**src/rtl/mem_port_arbiter.sv**
```systemverilog
// mem_port_arbiter: arbitrates fetch and load/store requests onto a byte-wide memory port
module mem_port_arbiter #(
    parameter int ADDR_WIDTH = 32,
    parameter int DATA_WIDTH = 8
) (
    input  logic                  clk,
    input  logic                  rst_n,
    input  logic                  if_req,
    input  logic [ADDR_WIDTH-1:0] if_addr,
    output logic [31:0]           if_rdata,
    output logic                  if_done,
    output logic                  if_err,
    input  logic                  d_req,
    input  logic                  d_we,
    input  logic [1:0]            d_size,
    input  logic [ADDR_WIDTH-1:0] d_addr,
    input  logic [31:0]           d_wdata,
    output logic [31:0]           d_rdata,
    output logic                  d_done,
    output logic                  d_err,
    output logic [ADDR_WIDTH-1:0] mem_addr,
    output logic [DATA_WIDTH-1:0] mem_wdata,
    output logic                  mem_we,
    input  logic [DATA_WIDTH-1:0] mem_rdata,
    output logic                  busy
);
    typedef enum logic [1:0] {IDLE, XFER, RESP} state_t;

    state_t                  state;
    logic                    last_grant;
    logic                    gnt_d;
    logic                    we_q;
    logic [1:0]              cnt;
    logic [1:0]              last_idx;
    logic [ADDR_WIDTH-1:0]   base;
    logic [31:0]             wdata_q;
    logic [31:0]             asm_q;
    logic [31:0]             asm_next;
    logic                    pick_d;
    logic                    req_err;
    logic [1:0]              size_idx;

    // Data wins unless fetch is also pending and data had the previous grant.
    assign pick_d   = d_req && (!if_req || !last_grant);
    assign size_idx = d_size == 2'b00 ? 2'd0 : d_size == 2'b01 ? 2'd1 : 2'd3;
    assign req_err  = pick_d ? (d_size == 2'b11 || (d_size == 2'b01 && d_addr[0]) ||
                                (d_size == 2'b10 && d_addr[1:0] != 2'b00))
                             : if_addr[1:0] != 2'b00;

    assign busy      = state != IDLE;
    assign mem_we    = state == XFER && we_q;
    assign mem_addr  = state == XFER ? base + ADDR_WIDTH'(cnt) : '0;
    assign mem_wdata = mem_we ? wdata_q[{cnt, 3'b000} +: 8] : '0;

    // Assembly register with the current read byte merged into lane cnt.
    always_comb begin
        asm_next = asm_q;
        if (!we_q) asm_next[{cnt, 3'b000} +: 8] = mem_rdata;
    end

    // Arbitration FSM: grant in IDLE, one byte per cycle in XFER, done pulse in RESP.
    always_ff @(posedge clk) begin
        if (!rst_n) begin
            state      <= IDLE;
            last_grant <= 1'b0;
            gnt_d      <= 1'b0;
            we_q       <= 1'b0;
            cnt        <= 2'd0;
            last_idx   <= 2'd0;
            base       <= '0;
            wdata_q    <= '0;
            asm_q      <= '0;
            if_rdata   <= '0;
            if_done    <= 1'b0;
            if_err     <= 1'b0;
            d_rdata    <= '0;
            d_done     <= 1'b0;
            d_err      <= 1'b0;
        end else begin
            if_done <= 1'b0;
            d_done  <= 1'b0;
            case (state)
                IDLE: if (if_req || d_req) begin
                    gnt_d      <= pick_d;
                    last_grant <= pick_d;
                    base       <= pick_d ? d_addr : if_addr;
                    we_q       <= pick_d && d_we;
                    wdata_q    <= d_wdata;
                    last_idx   <= pick_d ? size_idx : 2'd3;
                    cnt        <= 2'd0;
                    asm_q      <= '0;
                    if (req_err) begin
                        state <= RESP;
                        if (pick_d) begin
                            d_done  <= 1'b1;
                            d_err   <= 1'b1;
                            d_rdata <= '0;
                        end else begin
                            if_done  <= 1'b1;
                            if_err   <= 1'b1;
                            if_rdata <= '0;
                        end
                    end else begin
                        state <= XFER;
                    end
                end
                XFER: begin
                    asm_q <= asm_next;
                    cnt   <= cnt + 2'd1;
                    if (cnt == last_idx) begin
                        state <= RESP;
                        cnt   <= 2'd0;
                        if (gnt_d) begin
                            d_done  <= 1'b1;
                            d_err   <= 1'b0;
                            d_rdata <= asm_next;
                        end else begin
                            if_done  <= 1'b1;
                            if_err   <= 1'b0;
                            if_rdata <= asm_next;
                        end
                    end
                end
                RESP: state <= IDLE;
                default: state <= IDLE;
            endcase
        end
    end
endmodule
```
**config.mk**
```make
export PLATFORM = sky130hd
export DESIGN_NAME = mem_port_arbiter
export DESIGN_NICKNAME = d
export VERILOG_FILES = /design/src/rtl/mem_port_arbiter.sv
export SDC_FILE = /design/constraint.sdc
export NUM_CORES = 1
export LEC_CHECK = 0
export CORE_MARGIN = 5
export CORE_UTILIZATION = 48
export CTS_BUF_LIST = sky130_fd_sc_hd__clkbuf_16
export CTS_CLUSTER_DIAMETER = 200
export DETAILED_ROUTE_END_ITERATION = 8
export PLACE_DENSITY = 0.79
export SLEW_MARGIN = 20
export SYNTH_ARGS = -nofsm -noshare
export SYNTH_HDL_FRONTEND = slang
export SYNTH_SLANG_ARGS = --single-unit
```
**constraint.sdc**
```tcl
create_clock -name clk -period 3.7 [get_ports clk]
set_input_delay 0.37 -clock clk [delete_from_list [all_inputs] [get_ports clk]]
set_output_delay 0.37 -clock clk [all_outputs]
set_load 0.02 [all_outputs]
```
# --- Yosys cells after proc, flatten, opt, wreduce, memory -nomap -nowiden ---
# Index checks and enable logic that the tools add are counted.
# Widths: inputs -> output; s select.
op_classes:
  add_sub_neg: 3
  mul: 0
  n_div: 0
  magnitude_cmp: 0
  eq_ne: 12
  shifts: 3
  mux: 54
  bitwise_logic: 0
  n_reduce_logical: 22
op_table:
  columns: ["cell", "n"]
  rows:
  - ["$mux 32", 14]
  - ["$pmux 32 s2", 3]
  - ["$add 32x2->32", 1]
  - ["$bwmux 32", 1]
  - ["$shift 8x7->32 const A", 1]
  - ["$shiftx 32x6->8", 1]
  - ["$shiftx 8x7->32", 1]
  - ["$mux 1", 21]
  - ["$mux 2", 8]
  - ["$ne 2x2->1 const B", 6]
  - ["$reduce_and 6->1", 2]
  - ["$mux 8", 1]
  - ["$pmux 1 s2", 4]
  - ["$pmux 2 s2", 2]
  - ["$reduce_bool 2->1", 4]
  - ["$neg 5->7", 1]
  - ["$reduce_and 2->1", 3]
  - ["$logic_and 1x1->1", 5]
  - ["$eq 2x1->1 const B", 2]
  - ["$eq 2x2->1 const B", 2]
  - ["$logic_not 2->1", 2]
  - ["$logic_or 1x1->1", 4]
  - ["$add 2x1->2 const B", 1]
  - ["$eq 2x2->1", 1]
  - ["other kinds (2)", 3]
totals:
  reg_bits: 172
  latchBits: 0
  ram_bits: 0
  mem_bits_ro: 0
  n_memories: 0

# --- Longest topological paths before layout ---
logic_depth:
  depth_word: 8
  depth_mapped: 10

# --- Worst setup path before layout ---
# OpenSTA, ideal clock, no wires.
synth_timing:
  path_type: "reg-to-output"
  from: "register cnt[0]"
  to: "output mem_addr[26]"
  t_arrival_ns: 2.365
  required_time_ns: 3.330
  path_slack_ns: 0.965
  stages_incl_launch_ff: 8
  path_buffers: 1
  cell_sequence: "dfxtp_1 ha_1 fa_1 nand3_1 or4_1 buf_2 or4_1 a21oi_1"
synth_via:
  elab_chain_len: 2
synth_lines:
  columns: ["element", "line", "source"]
  rows:
  - ["start, declared", "33", "logic [1:0] cnt;"]
  - ["start signal, assigned", "109", "cnt <= cnt + 2'd1;"]
  - ["$add 32x2->32", "52", "assign mem_addr = state == XFER ? base + ADDR_WIDTH'(cnt) : '0;"]
  - ["$mux 32", "52", null]
  - ["end, declared", "21", "output logic [ADDR_WIDTH-1:0] mem_addr,"]
# Every way passes these cells.

# --- Worst setup path after layout ---
# Same ends and word-level chain as after synthesis.

==> flow_summary.json <==
{
  "max_freq_mhz": 282.2,
  "setup_violations": 0,
  "seq_area_frac_synth_pct": 43.20,
  "ys_ff_latch": 172,
  "rows": 47,
  "drt-total-wl_um": 24970,
  "cts-htree-levels": 4,
  "root_buffer": "clkbuf_16",
  "synth_top_area_cell": "dfxtp_1",
  "period_needed_ns": 3.543,
  "grtUsageTotal_pct": 24.86,
  "maxCapViolations": 0,
  "dieArea_um2": 19280,
  "drive_gt1_share_pct": 6.661,
  "ir_drop_mv": 0.3177,
  "power_density_nw_per_um2": 433.0,
  "placedInstanceArea_um2": 10260,
  "fin_hold_ws_ns": 0.4537,
  "yosysMostFrequentCell": "nand2_1",
  "fillers": 1449,
  "cts_setup_buffers": 0,
  "netlist.area_leader.share_pct": 43.20,
  "syn_inst": 950,
  "skew_ns": 0.01008,
  "synth_enable_flop_cells": 0,
  "r2r_cells": 7,
  "yosysWarnings": 0,
  "totalPowerFinal_mw": 4.691,
  "synthTopCellsByCount": "nand2_1, dfxtp_1, nor2_1, a21oi_1, clkbuf_1",
  "design_area_um2": 10830,
  "path_max_fanout": 8,
  "synthesis.nets": 1069,
  "fin_crit_sh_pct": 95.76,
  "maxSlewViolCount": 0,
  "pre_cts_ws_ns": 0.4662,
  "regArea_um2": 3443,
  "first_iter_violations": 622,
  "setup_tns_ns": 0,
  "dp.cells": 1314,
  "dp_hpwl_um": 17130,
  "seqPwrFrac_pct": 44.5,
  "drc": 0,
  "cts_tree": "yes",
  "fin_ws_ns": 0.1569,
  "layoutNonFillerInstCount": 1347,
  "rrSetupSlack_ns": 1.02,
  "hp-class": "reg -> reg",
  "synthTopCellsByArea": "dfxtp_1, nand2_1, o2bb2ai_1",
  "grt-ovfl-total": 0,
  "fin_nets": 1232,
  "post-route-util_pct": 65.79,
  "cts.clk_slew.worst_paths_ns": 0.07,
  "clock_sinks": 172,
  "cts_buffer_depth": 2,
  "gp_congestion": 0.8951,
  "leakagePower_nw": 3.702,
  "die_h_um": 138.9,
  "rsz0062_at_grt": "no",
  "r2r-end": "if_rdata[8]$_SDFFE_PN0P_",
  "min_to": "wdata_q[5]$_SDFFE_PN0P_",
  "routed_via_density": 5.901,
  "synth_ff_type": "dfxtp_1",
  "clk_latency_ns": 0.43,
  "syn_avg_cell_area_um2": 8.390,
  "fp.dieW_um": 138.9,
  "critPathLaunchType": "flip-flop",
  "wl_per_cell_um": 18.54,
  "grt_pass1_vias": 7472,
  "syn_area_um2": 7970,
  "antenna_found_initial": 1,
  "p_clk_share_pct": 36.6,
  "first_pass_iters": 5,
  "synth_async_sr_flop_share_pct": 0,
  "ios": 221,
  "multi_input_area_um2": 4174,
  "cts_buffers": 17,
  "critPathRequiredTime_ns": 3.33,
  "crit_path_end_kind": "output port",
  "yosys.cell_types.count": 52,
  "outcome": "completed",
  "fp.coreArea_um2": 16470,
  "hold_path_depth": 2,
  "grt_pass1_wl_um": 39610,
  "worst_slew_pin_slew_ns": 0.9258,
  "combPwrFrac_pct": 19.0,
  "maxSlewHeadroom_pct": 38.20,
  "portBuffers": 220,
  "timing.rr.start": "cnt[0]$_SDFFE_PN0P_",
  "area_growth_syn_to_layout_pct": 35.92,
  "start_util_pct": 48.40,
  "internal_power_mw": 3.267,
  "switching_share_pct": 30.36,
  "via_count": 7949,
  "cp.arrival_ns": 3.17,
  "ant_nets": 0,
  "holdCritStartpoint": "wdata_q[5]$_SDFFE_PN0P_",
  "path_class": "reg -> out",
  "hold_viol": 0,
  "switchingPower_mw": 1.424,
  "grt_max_degree": 120
}
-- state kept, by name, indices dropped and copies added, names as in the netlist --
register,cells
if_done,1
gnt_d,1
if_rdata,32
state,2
wdata_q,32
base,32
asm_q,32
cnt,2
d_done,1
we_q,1
d_rdata,32
last_idx,2
d_err,1
if_err,1
-- per-layer routing --
layer,up-vias,GRT usage (%),share of wire (%)
li1,3822,-,-
met5,-,0,0
met3,43,5.483,7.6
met4,0,8.702,2.6
met1,3748,33.21,44
met2,336,39.89,46
-- area by class of cell --
| class | count | share of cell area (%) |
|---|---|---|
| diodes | 1 | 0.02310 |
| clock buffers | 17 | 3.927 |
| clock inverters | 15 | 1.224 |
| inverters | 8 | 0.2888 |
| multi-input cells | 678 | 38.53 |
| flip-flops and latches | 172 | 31.79 |
| well taps | 220 | 2.541 |
| repair buffers | 236 | 21.68 |
-- critical path, cell delays in order, from the launching register on --
cell             delay [ns]
dfxtp_1                0.35
ha_1                   0.22
fa_1                   0.26
nand3_1                0.14
or4_4                  0.60
or4_1                  0.41
a21oi_1                0.17
clkdlybuf4s50_1        0.62
-- cells by family (layout without fill, tap and decap cells) --
kind of cell,Yosys count,after routing,share of synthesized area (%)
adders and majority gates,8,8,1.350
AOI/OAI and AO/OA,247,247,22.54
and+or+nand+nor,399,399,23.91
xor gates and xnor gates,14,14,1.538
muxes,10,10,2.527
buffers and inverters,100,276,4.929
DFF,172,172,43.20
other,0,1,0
-- placed cells by master (no fill, tap or decap), drive strengths merged, types with 16 or more instances in the layout --
cell type / instances
nand2: 176
o2bb2ai: 40
clkbuf: 17
clkdlybuf4s50: 218
nand4: 50
dfxtp: 172
a21oi: 69
a311oi: 32
o31ai: 39
nand3: 22
buf: 16
nor2: 74
a2bb2oi: 16
-- power groups by stage --
stage | sequential, mW | clock (mW) | combinational (mW)
6_report | 2.09 | 1.71 | 0.889
3_3_place_gp | 2.11 | 0 | 0.876
3_5_place_dp | 2.12 | 0 | 0.881
4_1_cts | 2.08 | 1.74 | 0.886
5_1_grt | 2.10 | 1.81 | 0.965
2_1_floorplan | 2.10 | 0 | 0.544
-- worst max-delay path by stage --
stage / cells past startpoint / end / slack [ns] / start
after floorplan: 7 / mem_addr[26] / 0.97 / cnt[0]$_SDFFE_PN0P_
after global placement: 7 / mem_addr[20] / 0.53 / cnt[0]$_SDFFE_PN0P_
after detailed placement: 7 / mem_addr[20] / 0.47 / base[0]$_SDFFE_PN0P_
after CTS: 7 / mem_addr[26] / 0.06 / cnt[0]$_SDFFE_PN0P_
after global routing: 5 / mem_addr[25] / 0.004 / base[13]$_SDFFE_PN0P_
final: 7 / mem_addr[26] / 0.16 / cnt[0]$_SDFFE_PN0P_
-- what timing repair did --
action | 4_1_cts | 5_1_grt
endpoints found under the hold margin | 0 | 0
endpoints found under the setup margin | 2 | 3
hold buffers | 0 | 0
resized for setup | 2 | 3
Power figures use the tool's default switching activity.
